File: src/rtl/drum_pkg.sv
// drum_pkg: shared helpers and payload types for the drum_pipe DRUM-k multiplier.
// Optional feature macro: DRUM_TWOS_COMP_EN selects true two's-complement negation
// (~x + 1). When it is undefined, negation is the legacy bitwise inversion (~x).
package drum_pkg;

  // Larger of two widths.
  function automatic int drum_max(input int a, input int b);
    return (a > b) ? a : b;
  endfunction

  // Width of the summed truncation shift: clog2(max(N, M)) + 1.
  function automatic int drum_shift_w(input int n, input int m);
    return $clog2(drum_max(n, m)) + 1;
  endfunction

  // Increment applied after inversion when negating a magnitude or a result.
`ifdef DRUM_TWOS_COMP_EN
  localparam logic DRUM_NEG_INC = 1'b1;
`else
  localparam logic DRUM_NEG_INC = 1'b0;
`endif

  // Width-independent per-transaction flags carried from S2 into S3.
  typedef struct packed {
    logic res_sign;
    logic approx;
  } drum_flags_t;

endpackage

File: src/rtl/drum_trunc.sv
// drum_trunc: combinational DRUM operand reduction for one W-bit magnitude.
// Finds the leading one and keeps the K bits below and including it, forcing
// the LSB to 1 when lower bits were dropped.
module drum_trunc #(
  parameter int W  = 8,
  parameter int K  = 6,
  parameter int SW = 4
) (
  input  logic [W-1:0]  i_mag,
  output logic [K-1:0]  o_red,
  output logic [SW-1:0] o_shift,
  output logic          o_trunc
);

  localparam int PW = $clog2(W);

  logic [PW-1:0] w_pos;
  logic [SW-1:0] w_shamt;
  logic [K-1:0]  w_shifted;

  // Leading-one position; a zero magnitude reports position 0.
  always_comb begin
    // NOTE: the default before the loop keeps w_pos assigned on every path, so no latch is inferred.
    w_pos = '0;
    for (int i = 0; i < W; i++) begin
      if (i_mag[i]) w_pos = PW'(i);
    end
  end

  assign o_trunc   = (int'(w_pos) > K - 1);
  assign w_shamt   = o_trunc ? SW'(int'(w_pos) - (K - 1)) : '0;
  // Shifting right by t-(K-1) lands the leading one on bit K-1.
  assign w_shifted = K'(i_mag >> w_shamt);
  assign o_red     = o_trunc ? (w_shifted | K'(1)) : i_mag[K-1:0];
  assign o_shift   = w_shamt;

endmodule

File: src/rtl/drum_pipe.sv
// drum_pipe: three-stage pipelined DRUM-k approximate multiplier with valid/ready.
// S1 sign/magnitude, S2 truncation, S3 multiply/shift/negate into the outputs.
// Optional feature macro: DRUM_TWOS_COMP_EN (true two's-complement negation).
module drum_pipe #(
  parameter int N = 8,
  parameter int M = 8,
  parameter int K = 6
) (
  input  logic           clk,
  input  logic           rst,
  input  logic           in_valid,
  output logic           in_ready,
  input  logic [N-1:0]   in_a,
  input  logic [M-1:0]   in_b,
  input  logic           in_signed,
  output logic           out_valid,
  input  logic           out_ready,
  output logic [N+M-1:0] out_r,
  output logic           out_approx
);

  import drum_pkg::*;

  localparam int SW = drum_shift_w(N, M);
  localparam int RW = N + M;

  typedef struct packed {
    logic [N-1:0] mag_a;
    logic [M-1:0] mag_b;
    logic         res_sign;
  } s1_t;

  typedef struct packed {
    logic [K-1:0]  red_a;
    logic [K-1:0]  red_b;
    logic [SW-1:0] shift;
    drum_flags_t   flags;
  } s2_t;

  logic          r_v1, r_v2, r_out_valid;
  s1_t           r_s1;
  s2_t           r_s2;
  logic [RW-1:0] r_out_r;
  logic          r_out_approx;

  logic          w_en1, w_en2, w_en3;
  logic          w_sign_a, w_sign_b;
  logic [N-1:0]  w_mag_a;
  logic [M-1:0]  w_mag_b;
  logic [K-1:0]  w_red_a, w_red_b;
  logic [SW-1:0] w_sh_a, w_sh_b;
  logic          w_tr_a, w_tr_b;
  logic [2*K-1:0] w_prod_k;
  logic [RW-1:0] w_prod_sh;
  logic [RW-1:0] w_res;

  // Each stage loads when the stage after it is empty or emptying this cycle.
  assign w_en3    = !r_out_valid | out_ready;
  assign w_en2    = !r_v2 | w_en3;
  assign w_en1    = !r_v1 | w_en2;
  assign in_ready = w_en1;

  // S1 combinational: per-operand sign and unsigned magnitude.
  assign w_sign_a = in_signed & in_a[N-1];
  assign w_sign_b = in_signed & in_b[M-1];
  assign w_mag_a  = w_sign_a ? (~in_a + N'(DRUM_NEG_INC)) : in_a;
  assign w_mag_b  = w_sign_b ? (~in_b + M'(DRUM_NEG_INC)) : in_b;

  // S2 combinational: DRUM reduction of both magnitudes.
  drum_trunc #(.W(N), .K(K), .SW(SW)) u_trunc_a (
    .i_mag   (r_s1.mag_a),
    .o_red   (w_red_a),
    .o_shift (w_sh_a),
    .o_trunc (w_tr_a)
  );

  drum_trunc #(.W(M), .K(K), .SW(SW)) u_trunc_b (
    .i_mag   (r_s1.mag_b),
    .o_red   (w_red_b),
    .o_shift (w_sh_b),
    .o_trunc (w_tr_b)
  );

  // S3 combinational: K x K multiply, rescale, then restore the sign.
  assign w_prod_k  = (2*K)'(r_s2.red_a) * (2*K)'(r_s2.red_b);
  assign w_prod_sh = RW'(w_prod_k) << r_s2.shift;
  assign w_res     = r_s2.flags.res_sign ? (~w_prod_sh + RW'(DRUM_NEG_INC)) : w_prod_sh;

  // Stage valid flags; reset discards every in-flight entry.
  always_ff @(posedge clk) begin
    // NOTE: non-blocking assignments make every register sample pre-edge values, so stage order does not matter.
    if (rst) begin
      r_v1        <= 1'b0;
      r_v2        <= 1'b0;
      r_out_valid <= 1'b0;
    end else begin
      if (w_en1) r_v1        <= in_valid;
      if (w_en2) r_v2        <= r_v1;
      if (w_en3) r_out_valid <= r_v2;
    end
  end

  // S1 and S2 payload registers, loaded only with a valid upstream entry.
  always_ff @(posedge clk) begin
    // NOTE: payloads are not reset; the cleared valid flags already mark them as don't-care.
    if (w_en1 && in_valid) begin
      r_s1.mag_a    <= w_mag_a;
      r_s1.mag_b    <= w_mag_b;
      r_s1.res_sign <= w_sign_a ^ w_sign_b;
    end
    if (w_en2 && r_v1) begin
      r_s2.red_a          <= w_red_a;
      r_s2.red_b          <= w_red_b;
      r_s2.shift          <= w_sh_a + w_sh_b;
      r_s2.flags.res_sign <= r_s1.res_sign;
      r_s2.flags.approx   <= w_tr_a | w_tr_b;
    end
  end

  // Output data registers; cleared on reset and held while stalled.
  always_ff @(posedge clk) begin
    if (rst) begin
      r_out_r      <= '0;
      r_out_approx <= 1'b0;
    end else if (w_en3 && r_v2) begin
      r_out_r      <= w_res;
      r_out_approx <= r_s2.flags.approx;
    end
  end

  assign out_valid  = r_out_valid;
  assign out_r      = r_out_r;
  assign out_approx = r_out_approx;

endmodule
File: config.mk
export PLATFORM = sky130hd
export DESIGN_NAME = drum_pipe
export DESIGN_NICKNAME = d
export VERILOG_FILES = /design/src/rtl/drum_pkg.sv /design/src/rtl/drum_trunc.sv /design/src/rtl/drum_pipe.sv
export SDC_FILE = /design/constraint.sdc
export NUM_CORES = 1
export LEC_CHECK = 0
export CAP_MARGIN = 5
export CELL_PAD_IN_SITES_DETAIL_PLACEMENT = 0
export CELL_PAD_IN_SITES_GLOBAL_PLACEMENT = 1
export CORE_MARGIN = 2
export CORE_UTILIZATION = 40
export DETAILED_ROUTE_END_ITERATION = 8
export HOLD_SLACK_MARGIN = 0.15
export PLACE_DENSITY_LB_ADDON = 0.12
export RECOVER_POWER = 100
export SETUP_SLACK_MARGIN = 0.02
export SLEW_MARGIN = 20
export SYNTH_ARGS = -nofsm -noshare
export SYNTH_HDL_FRONTEND = slang
export SYNTH_SLANG_ARGS = --single-unit
File: constraint.sdc
create_clock -name clk -period 7.87 [get_ports clk]
set_clock_uncertainty 0.1 [all_clocks]
set_input_delay 1.1805 -clock clk [delete_from_list [all_inputs] [get_ports clk]]
set_output_delay 1.1805 -clock clk [all_outputs]
set_load 0.005 [all_outputs]
Word level (Yosys, flattened, before mapping). Index checks and enable logic that the tools add are counted.

$add $sub $neg: 3. Multiply operators: 1. $lt $le $gt $ge: 2. Shifts and indexed selects: 3. Multiplexer cells: 21. Bitwise operators: 10. Reduce and logical (&&, ||, !) cells: 6.

Operators with widths (number): 3-bit 2-to-1 mux (12); 16-bit 2-to-1 mux (1); 8-bit 2-to-1 mux (2); 16-bit NOT (1); 8-bit NOT (2); 12-bit by 4-bit left shift with 16-bit output (1); 8-bit by 4-bit right shift with 6-bit output (2); 6-bit by 6-bit multiplier with 12-bit output (1); 6-bit 2-to-1 mux (2); 4-bit 2-to-1 mux (2); 3-bit by 3-bit subtractor with 4-bit output (second input constant) (2); 3-bit > comparator (second input constant) (2); 4-bit adder (1); 1-bit bitwise OR (4); 1-bit logical AND (3); 1-bit logical NOT (3); 1-bit AND (2); 1-bit 2-to-1 mux (2); 1-bit XOR (1).

Bits in registers: 55. Input port bits: 21. Output and inout port bits: 19. Word-level logic and storage cells: 61.

Depth between registers and ports, before layout. Gate-level depths: netlist (run 1).

Depth after elaboration: 11. Gate-level depth with buffers: 16. Depth with buffers taken out: 15.

Cells and area by module. From an unflattened synthesis (run 1), not the netlist that was laid out.

Cell total of the unflattened synthesis: 529. Area, all modules: 4653.2 um^2.

By module, submodules not included: drum_pipe (times used 1, cells each 403, area each 3927.5 um^2, seq. area each 1451.4 um^2); drum_trunc (times used 2, cells each 63, area each 362.8 um^2, seq. area each 0.0 um^2).

Least setup slack after synthesis (run 1). No wires, ideal clock.

Kind: reg-to-reg. Start point: reg r_s2[11] in the netlist's numbering. End point: reg r_out_r[12] (netlist: out_r[12]). Setup time: 127 ps. Data arrival time: 4056 ps. Data required time: 7643 ps. Slack: 3587 ps. Cell stages (with the launch flop): 17. Buffers on the path: 1. Clock period less this slack: 4283 ps. Cell sequence: edfxtp_1 > nand2_1 > fa_1 > inv_1 > fa_1 > inv_1 > fa_1 > inv_1 > ha_1 > buf_6 > a21oi_4 > nor2b_1 > nor4b_4 > o21a_1 > o31ai_1 > o211a_1 > or3_1.

Word-level cells in the longest chain between the ends: 4.

RTL lines: start: declaration (RTL line drum_pipe.sv:42) `s2_t r_s2;`; 6-bit by 6-bit multiplier with 12-bit output * (RTL line drum_pipe.sv:85) `assign w_prod_k = (2*K)'(r_s2.red_a) * (2*K)'(r_s2.red_b);`; 12-bit by 4-bit left shift with 16-bit output * (RTL line drum_pipe.sv:86) `assign w_prod_sh = RW'(w_prod_k) << r_s2.shift;`; 16-bit NOT (RTL line drum_pipe.sv:87) `assign w_res = r_s2.flags.res_sign ? (~w_prod_sh + RW'(DRUM_NEG_INC)) : w_prod_sh;`; 16-bit 2-to-1 mux * (RTL line drum_pipe.sv:87); end signal: assignment (RTL line drum_pipe.sv:126) `r_out_r <= w_res;`; end: declaration (RTL line drum_pipe.sv:43) `logic [RW-1:0] r_out_r;`.

Every way passes the cells marked *; elsewhere a longest branch is shown, timed or not. A chain may end at the register's enable or synchronous reset.

Worst setup path in the final report (run 1).
Start point: reg r_s2[15] in the netlist's numbering. End point: reg r_out_r[14] (netlist: out_r[14]).

Same word-level chain as after synthesis.

==> run metrics, run 1 <==
Slew @ Worst Pin 1.64 ns; WL per Instance 15.5 µm; Final TNS setup 0 ns; port bufs 39; Die W 112 µm; unique cell type count in the Yosys netlist 70; fin area 0.00531 mm²; HP Class reg2reg; period utilization 64.0%; area of the multi-input gates 0.00295 mm²; total core area 0.0114 mm²; H-tree depth 2; largest delay contributor family on the critical path adder cells; n_diodes 0; Netlist Area Pre-Place 0.00469 mm²; cts repair resizes 0; Clock transition at path regs 0.07 ns; grt total ovfl 0; Initial Utilization 41.1%; antenna viol nets, final 0; Finish-stage setup viols 0; CP max stage delay roughly 0.55 ns; Area after DPL 0.00518 mm²; Mapped Avg Cell Area between 8 and 9 µm²; drt drc 0; FF+latch count, synth 55; worst relative slew slack -9.73%; ys async rst share 0%; CP endpoint kind flip-flop; layout cell share with drive strength beyond 1 3.64%; DRT Pass-1 Iters 4; Layout area overhead 13.2%; fin crit period a little over 5 ns; crit-path max FO 7; Slowest cell on crit path a211oi_1; cell-internal power ~780 µW; Worst Path Required 7.91 ns; Via-to-Cell Ratio between 5 and 6; YS warnings 0; combinational power share between 50% and 60%; prevailing post-synth register cell edfxtp_1; Worst-Skew Late Latency 0.30 ns; vias in the first global route 3,824; placed cell count 685; # fillers 1,150; max cap viols 1; initial antenna violation count 0; Die H between 100 and 150 µm; Final #Nets 613; Slew Limit Fails 18; clock power share 19.1%; hpwl dp 8.52 mm; syn nets 589; CTS Hold Bufs 0; Leak 2.13 nW; CTS max path bufs 2; maximum clock frequency 199 MHz; WS Path Type reg2reg; largest net degree at the start of global routing 25; Total GRT Usage 17.8%; I/O pin total 40; setup repair after global routing missed its margin no; status finished, violations left; final std cells w/o fill 693; die area between 0.01 and 0.015 mm²; crit-path cells and2_0 -> fa_1 -> inv_1 -> fa_1 -> fa_1 -> inv_1 -> ha_1 -> a211oi_1 -> o311ai_0 -> a21oi_1 -> nor3_1 -> o311ai_0 -> mux2i_1 -> a311oi_1; gpl congestion 0.868; startpoint class of the critical path flip-flop; Seq/Total Area, Yosys about 31%; crit path buf inv count 2; Sw Ratio 41.6%; Power per Cell Area 251 mW/mm²; CTS sink cnt 55; # rows 39; Post-CTS Setup Inserts 0; Final Hold Fails 0; Psw 554 µW; cell mode on critical path fa_1; EDFF count, synth 35; final wirelength 10.7 mm; VDD IR max 0.132 mV; CTS tree yes; final core occ 46.5%; Flop pwr share between 20 and 30%; root buffer cell clkbuf_16; post-synthesis cell count about 530; DRT iter0 DRCs 172; failing checks capacitance limit, slew limit; hold slack final 0.327 ns; CP arrival 5.07 ns; Num CTS Buffers 5; vias about 3,900; FF+latch area 0.00145 mm²; global-route wire length before repair 18.2 mm
-- flip-flops by register name, indices dropped and copies added (netlist names) --
name and flops:
r_s2 18, out_r 16, r_s1 17, out_valid 1
out_approx 1, r_v1 1, r_v2 1
-- routing by layer --
| layer | vias up | wire length (µm) | GRT usage [%] |
|---|---|---|---|
| met5 | - | 0 | 0 |
| li1 | 1929 | - | - |
| met3 | 13 | 330 | 3.51 |
| met1 | 1860 | 4780 | 21.7 |
| met2 | 61 | 5430 | 31.7 |
| met4 | 0 | 199 | 5.53 |
-- synth_stat cells (all sizes together) (3+ instances only) --
cell type,count,area share (%)
nand2b,10,1.3
o31a,4,0.75
dfxtp,20,8.5
a211oi,8,1.4
mux2i,10,2.1
a31oi,3,0.40
nor3,9,1.2
nor2b,12,1.6
a311oi,3,0.56
a21o,3,0.48
and3,8,1.1
ha,25,6.7
xnor2,23,4.3
a21oi,28,3.3
nand3,15,1.6
clkbuf,20,1.6
nor2,46,3.7
nor4,5,0.67
a211o,4,0.75
o211ai,7,1.1
buf,4,0.56
fa,18,7.7
inv,45,3.6
a221o,3,0.64
o21a,6,0.96
o31ai,7,1.2
or3,7,0.93
o311ai,4,0.91
and2,25,3.3
nand2,45,3.6
mux4,3,1.4
edfxtp,35,22
o21ai,24,2.6
-- cell families (layout without fill, tap and decap cells) --
logic type / Yosys count / count (layout) / synth area share, %
flops: 55 / 55 / 30.9
buf+inv: 69 / 94 / 5.76
mux: 15 / 15 / 4.05
compound gates: 125 / 125 / 19.0
xor+xnor: 25 / 25 / 4.67
fa+ha+maj: 43 / 43 / 14.3
simple gates: 193 / 193 / 21.2
-- layout make-up --
type | instances | share of cell area, %
tap | 143 | 3.37
inverter | 45 | 3.18
multi-input combinational | 401 | 55.5
clock inverter | 3 | 0.824
clock buffer | 5 | 2.36
timing repair buffer | 41 | 7.49
sequential | 55 | 27.3
-- through the flow --
stage	setup slack, ns	power (mW)
6_report	2.84	1.33
5_1_grt	2.46	1.45
4_1_cts	3.10	1.36
3_5_place_dp	3.10	1.10
3_3_place_gp	3.17	1.09
2_1_floorplan	3.59	0.941
-- worst register-to-register path, cell delays in order, from the launching register on --
cell      delay [ns]
edfxtp_1        0.47
and2_0          0.21
fa_1            0.54
inv_1           0.05
fa_1            0.46
fa_1            0.54
inv_1           0.04
ha_1            0.27
a211oi_1        0.55
o311ai_0        0.30
a21oi_1         0.28
nor3_1          0.12
o311ai_0        0.49
mux2i_1         0.32
a311oi_1        0.13
-- power groups by stage --
| stage | logic (mW) | registers [mW] | clock network (mW) |
|---|---|---|---|
| 2_1_floorplan | 0.580 | 0.361 | 0 |
| 3_3_place_gp | 0.712 | 0.380 | 0 |
| 3_5_place_dp | 0.717 | 0.381 | 0 |
| 4_1_cts | 0.722 | 0.375 | 0.262 |
| 5_1_grt | 0.801 | 0.379 | 0.273 |
| 6_report | 0.705 | 0.374 | 0.254 |
-- layout by cell type (no fill, tap or decap), types with 4 or more instances in the layout --
cell type / netlist / layout
dfxtp_1: 20 / 20
nor2b_1: 12 / 12
o21a_1: 6 / 6
o31a_1: 4 / 4
inv_1: 43 / 43
nor2_1: 45 / 46
nor4_1: 5 / 5
a211o_1: 4 / 4
a21oi_1: 26 / 26
o311ai_0: 0 / 4
nand2b_1: 10 / 10
o211ai_1: 7 / 7
nor3_1: 7 / 8
and3_1: 8 / 8
o21ai_0: 23 / 23
nand3_1: 15 / 15
and2_1: 25 / 23
mux2i_1: 10 / 10
clkdlybuf4s50_1: 0 / 16
o31ai_1: 6 / 7
dlygate4sd3_1: 0 / 23
fa_1: 18 / 18
xnor2_1: 23 / 23
edfxtp_1: 35 / 35
or3_1: 7 / 7
nand2_1: 45 / 45
ha_1: 25 / 25
clkbuf_16: 0 / 5
a211oi_1: 7 / 8
-- path summary, 6_finish.rpt --
path	from	end	slack (ns)	depth (start not counted)
max	r_s2[15]$_DFFE_PP_	out_r[14]$_SDFFE_PP0P_	2.84	14
min	r_s1[0]$_DFFE_PP_	r_s2[1]$_DFFE_PP_	0.33	0
max reg2reg	r_s2[15]$_DFFE_PP_	out_r[14]$_SDFFE_PP0P_	2.84	14
min reg2reg	r_s1[0]$_DFFE_PP_	r_s2[1]$_DFFE_PP_	0.33	0
Power figures use the tool's default switching activity.
==> run 2: changes to the inputs <==
clock period = 4.9 ns   (was 7.87 ns; I/O delays follow)
==> run 2 against run 1 <==
The run still ends with capacitance limit, slew limit left. Combinational power is 62% higher. Sequential cell count stayed put. Critical path depth is the same. Critical path type unchanged.
==> run metrics, run 2 (synthesized netlist as in run 1, its figures left out) <==
maximum clock frequency between 200 and 250 MHz; uppermost layer routed met4; VDD IR max 0.236 mV; WS Path Type reg2reg; Final #Nets 614; DRT iter0 DRCs 197; met2 wire len 5.08 mm; # rows 39; startpoint class of the critical path flip-flop; total core area about 0.011 mm²; HP Class reg2reg; max cap viols 1; Final TNS setup 0 ns; H-tree depth 2; CTS Hold Bufs 0; hpwl dp roughly 8.3 mm; Power per Cell Area 398 mW/mm²; largest delay contributor family on the critical path adder cells; total power 2.12 mW; # fillers 1,159; vias in the first global route 3,656; placed cell count around 700; Area after DPL between 0.005 and 0.006 mm²; port bufs 39; fin crit period 4.62 ns; Layout area overhead 13.6%; period utilization 94.3%; largest net degree at the start of global routing 25; failing checks capacitance limit, slew limit; gpl congestion 0.880; grt total ovfl 0; final std cells w/o fill 694; vias 3,810; CP arrival 4.72 ns; fin area roughly 0.0053 mm²; FF+latch area 0.00145 mm²; CP endpoint kind flip-flop; Die H 112 µm; final wirelength 10.4 mm; drt drc 0; layout cell share with drive strength beyond 1 4.17%; root buffer cell clkbuf_16; Via-to-Cell Ratio 5.49; met3 wire length between 300 and 400 µm; CP max stage delay 0.55 ns; area of the multi-input gates 0.00297 mm²; Worst Path Required 5.00 ns; WL per Instance about 15 µm; Slew @ Worst Pin 1.68 ns; Die W 112 µm; n_diodes 0; setup repair after global routing missed its margin no; Finish-stage setup viols 0; commonest non-fill, non-tap cell in the layout nor2_1; Biggest register r_s2; CTS max path bufs 2; Slew Limit Fails 18; Leak between 2 and 2.5 nW; antenna viol nets, final 0; Worst-Skew Late Latency 0.31 ns; most frequent cells in the layout nor2_1, nand2_1, inv_1; CTS tree yes; status finished, violations left; Initial Utilization 41.1%; global-route wire length before repair ~18 mm; Slowest cell on crit path fa_1; Num CTS Buffers 5; crit-path cells and2_1 -> fa_1 -> fa_1 -> inv_1 -> fa_1 -> inv_1 -> ha_1 -> o21ai_0 -> nor4b_1 -> o21ai_0 -> o2111a_1 -> o31ai_1 -> o21ai_0 -> or3_1; DRT Pass-1 Iters 4; final worst slack 0.280 ns; initial antenna violation count 0; crit path buf inv count 2; Final Hold Fails 0; worst relative slew slack -12.5%; Total GRT Usage roughly 17%; Clock transition at path regs 0.08 ns; Metal-1 WL 4.81 mm; Post-CTS Setup Inserts 0; die area 0.0126 mm²; number of flip-flops under the largest register name 18; I/O pin total 40; crit-path max FO 8; CTS sink cnt between 50 and 60; pre-CTS WS between 0.1 and 0.15 ns; cts repair resizes 0
==> run 2: path summary, 6_finish.rpt <==
| path | from | end | slack (ns) | cells past startpoint |
|---|---|---|---|---|
| max | r_s2[13]$_DFFE_PP_ | out_r[12]$_SDFFE_PP0P_ | 0.28 | 14 |
| min | r_s1[0]$_DFFE_PP_ | r_s2[1]$_DFFE_PP_ | 0.33 | 0 |
| max reg2reg | r_s2[13]$_DFFE_PP_ | out_r[12]$_SDFFE_PP0P_ | 0.28 | 14 |
| min reg2reg | r_s1[0]$_DFFE_PP_ | r_s2[1]$_DFFE_PP_ | 0.33 | 0 |
==> run 2: worst reg2reg max path, stage by stage, from the launching register on <==
cell,delay (ns)
edfxtp_1,0.46
and2_1,0.22
fa_1,0.50
fa_1,0.55
inv_1,0.06
fa_1,0.52
inv_1,0.04
ha_1,0.40
o21ai_0,0.20
nor4b_1,0.29
o21ai_0,0.18
o2111a_1,0.21
o31ai_1,0.37
o21ai_0,0.11
or3_1,0.30
==> run 2: power breakdown <==
part | internal, mW | switching [mW] | total (mW) | leakage (nW)
Combinational | 0.471 | 0.671 | 1.14 | 1.57
Sequential | 0.545 | 0.0564 | 0.601 | 0.491
Clock | 0.198 | 0.180 | 0.378 | 0.0776
Total | 1.21 | 0.907 | 2.12 | 2.14
==> run 2: layout make-up <==
type	count	area share, %
Sequential cell	55	27.2
Tap cell	143	3.36
Clock buffer	5	2.35
Multi-Input combinational cell	401	55.7
Clock inverter	3	0.634
Timing Repair Buffer	42	7.54
Inverter	45	3.17
==> run 2: through the flow <==
stage | hold slack, ns | util (%)
2_1_floorplan | 0.300 | -
3_3_place_gp | 0.312 | 45.5
3_5_place_dp | 0.312 | 45.5
4_1_cts | 0.331 | 46.8
5_1_grt | 0.356 | 46.7
6_report | 0.327 | 46.7
==> run 2: routing by layer <==
metal  GRT usage [%]  up-vias
met5               0        -
met4            6.10        0
met3            3.19       16
met2            29.1       63
met1            22.4     1798
li1                -     1933
==> run 3: changes to the inputs <==
CORE_MARGIN = 1.5   (was 2)
==> run 3 against run 2 <==
The run still ends with capacitance limit, slew limit left. Sequential power hardly changed. Non-clock buffer count did not move. Critical endpoint unchanged. Highest routed layer unchanged. Die area down 1.8%.
==> run metrics, run 3 (synthesized netlist as in run 1, its figures left out) <==
status finished, violations left; failing checks capacitance limit, slew limit; Slowest cell on crit path fa_1; VDD IR max 0.223 mV; H-tree depth 2; Leak 2.14 nW; maximum clock frequency 216 MHz; final core occ between 40% and 50%; DRT Pass-1 Iters 4; Biggest register r_s2; Sw Ratio 42.6%; Final Hold Fails 0; total core area 0.0114 mm²; CP max stage delay between 0.5 and 0.6 ns; vias ~3,800; WL per Instance roughly 15 µm; port bufs 39; largest net degree at the start of global routing 25; Hold Crit Depth 0; grt total ovfl 0; WS Path Type reg2reg; Worst-Skew Late Latency slightly above 0.3 ns; worst r2r path cells 14; Slew Limit Fails 18; antenna viol nets, final 0; die area roughly 0.012 mm²; number of flip-flops under the largest register name 18; largest delay contributor family on the critical path adder cells; crit-path max FO 8; crit path buf inv count 2; combinational power share 53.9%; Layout area overhead 13.7%; n_diodes 0; final wirelength 10.6 mm; Worst path depth 14; Clock transition at path regs 0.08 ns; Power per Cell Area 400 mW/mm²; most frequent cells in the layout nor2_1, nand2_1, inv_1; period utilization between 90% and 100%; Flop pwr share 28.1%; # rows 39; I/O pin total 40; CP arrival 4.72 ns; Finish-stage setup viols 0; commonest non-fill, non-tap cell in the layout nor2_1; Final #Nets 614; cell-internal power 1.22 mW; Via-to-Cell Ratio 5.42; crit-path cells and2_0 -> fa_1 -> fa_1 -> inv_1 -> fa_1 -> inv_1 -> ha_1 -> o21ai_0 -> nor4b_1 -> o21ai_0 -> o2111a_1 -> o31ai_1 -> o21ai_0 -> or3_1; startpoint class of the critical path flip-flop; drt drc 0; Initial Utilization 41.1%; clock power share 18.0%; Worst Path Required 4.99 ns; CTS sink cnt 55; setup repair after global routing missed its margin no; Total GRT Usage between 15 and 20%; CP endpoint kind flip-flop; global-route wire length before repair 18.0 mm; layout cell share with drive strength beyond 1 4.54%; Die H between 100 and 150 µm; Psw 911 µW; Final TNS setup 0 ns; fin crit period roughly 4.6 ns; initial antenna violation count 0; worst relative slew slack -16.6%; CTS Hold Bufs 0; vias in the first global route between 3,000 and 4,000; Slew @ Worst Pin 1.74 ns; DRT iter0 DRCs 186; hpwl dp 8.44 mm; Die W approximately 110 µm; max cap viols 1; gpl congestion 0.838; root buffer cell clkbuf_16; Num CTS Buffers 5; CTS tree yes; # fillers 1,135; CTS max path bufs 2; HP Class reg2reg
## run 3: cell count changes in the layout (fill, tap and decap cells not counted)
| cell | change |
|---|---|
| o21a_2 | +1 |
| and2_1 | -1 |
| o21ai_0 | +1 |
| clkinv_8 | -1 |
| o311ai_2 | +1 |
| o311ai_1 | -1 |
| clkbuf_8 | +1 |
| o21a_1 | -1 |
| and2_0 | +1 |
| o21ai_1 | -1 |
## run 3: final cells by class
class                   instances  area (µm²)  share of cell area (%)
clock buffers                   6         139                    2.60
repair buffers                 42         402                    7.53
clock inverters                 2        17.5                   0.328
inverters                      45         169                    3.17
multi-input cells             401        2980                    55.8
flip-flops and latches         55        1450                    27.2
well taps                     143         179                    3.35
## run 3: repair_timing
item	in CTS	in global routing
gates resized for setup	0	3
buffers inserted	0	0
endpoints found under the setup margin	0	3
## run 3: worst register-to-register path, cell delays in order, from the launching register on
cell and delay [ns]:
edfxtp_1 0.47, and2_0 0.23, fa_1 0.51, fa_1 0.55, inv_1 0.06, fa_1 0.53
inv_1 0.04, ha_1 0.40, o21ai_0 0.20, nor4b_1 0.29, o21ai_0 0.17, o2111a_1 0.21
o31ai_1 0.37, o21ai_0 0.11, or3_1 0.30
## run 3: power by group through the flow
stage               clock (mW)  sequential, mW  combinational, mW
floorplan                    0           0.580              0.931
global placement             0           0.610               1.14
detailed placement           0           0.612               1.15
CTS                      0.397           0.601               1.16
global route             0.414           0.609               1.30
finish                   0.384           0.601               1.15
## run 3: path summary, 6_finish.rpt
path	from	slack, ns	end
max	r_s2[13]$_DFFE_PP_	0.27	out_r[12]$_SDFFE_PP0P_
min	r_s1[0]$_DFFE_PP_	0.34	r_s2[1]$_DFFE_PP_
max reg2reg	r_s2[13]$_DFFE_PP_	0.27	out_r[12]$_SDFFE_PP0P_
min reg2reg	r_s1[0]$_DFFE_PP_	0.34	r_s2[1]$_DFFE_PP_
## run 3: metal layers
layer | vias to the layer above | routed length, µm | track usage, % | part of all wire (%)
met3 | 14 | 301 | 3.23 | 2.8
met1 | 1748 | 4900 | 22.4 | 46
met2 | 64 | 5200 | 31.1 | 49
li1 | 1936 | - | - | -
met5 | - | 0 | 0 | 0
met4 | 0 | 195 | 5.91 | 1.8
## run 3: metrics by stage
stage	total power [mW]	setup WS (ns)	cell area (µm²)	hold WS [ns]	instances
after global placement	1.75	0.209	5190	0.312	686
after global routing	2.32	0.0404	5340	0.366	694
final	2.14	0.269	5340	0.342	694
after CTS	2.16	0.125	5350	0.345	694
after floorplan	1.51	0.617	4690	0.300	525
after detailed placement	1.77	0.140	5190	0.313	686
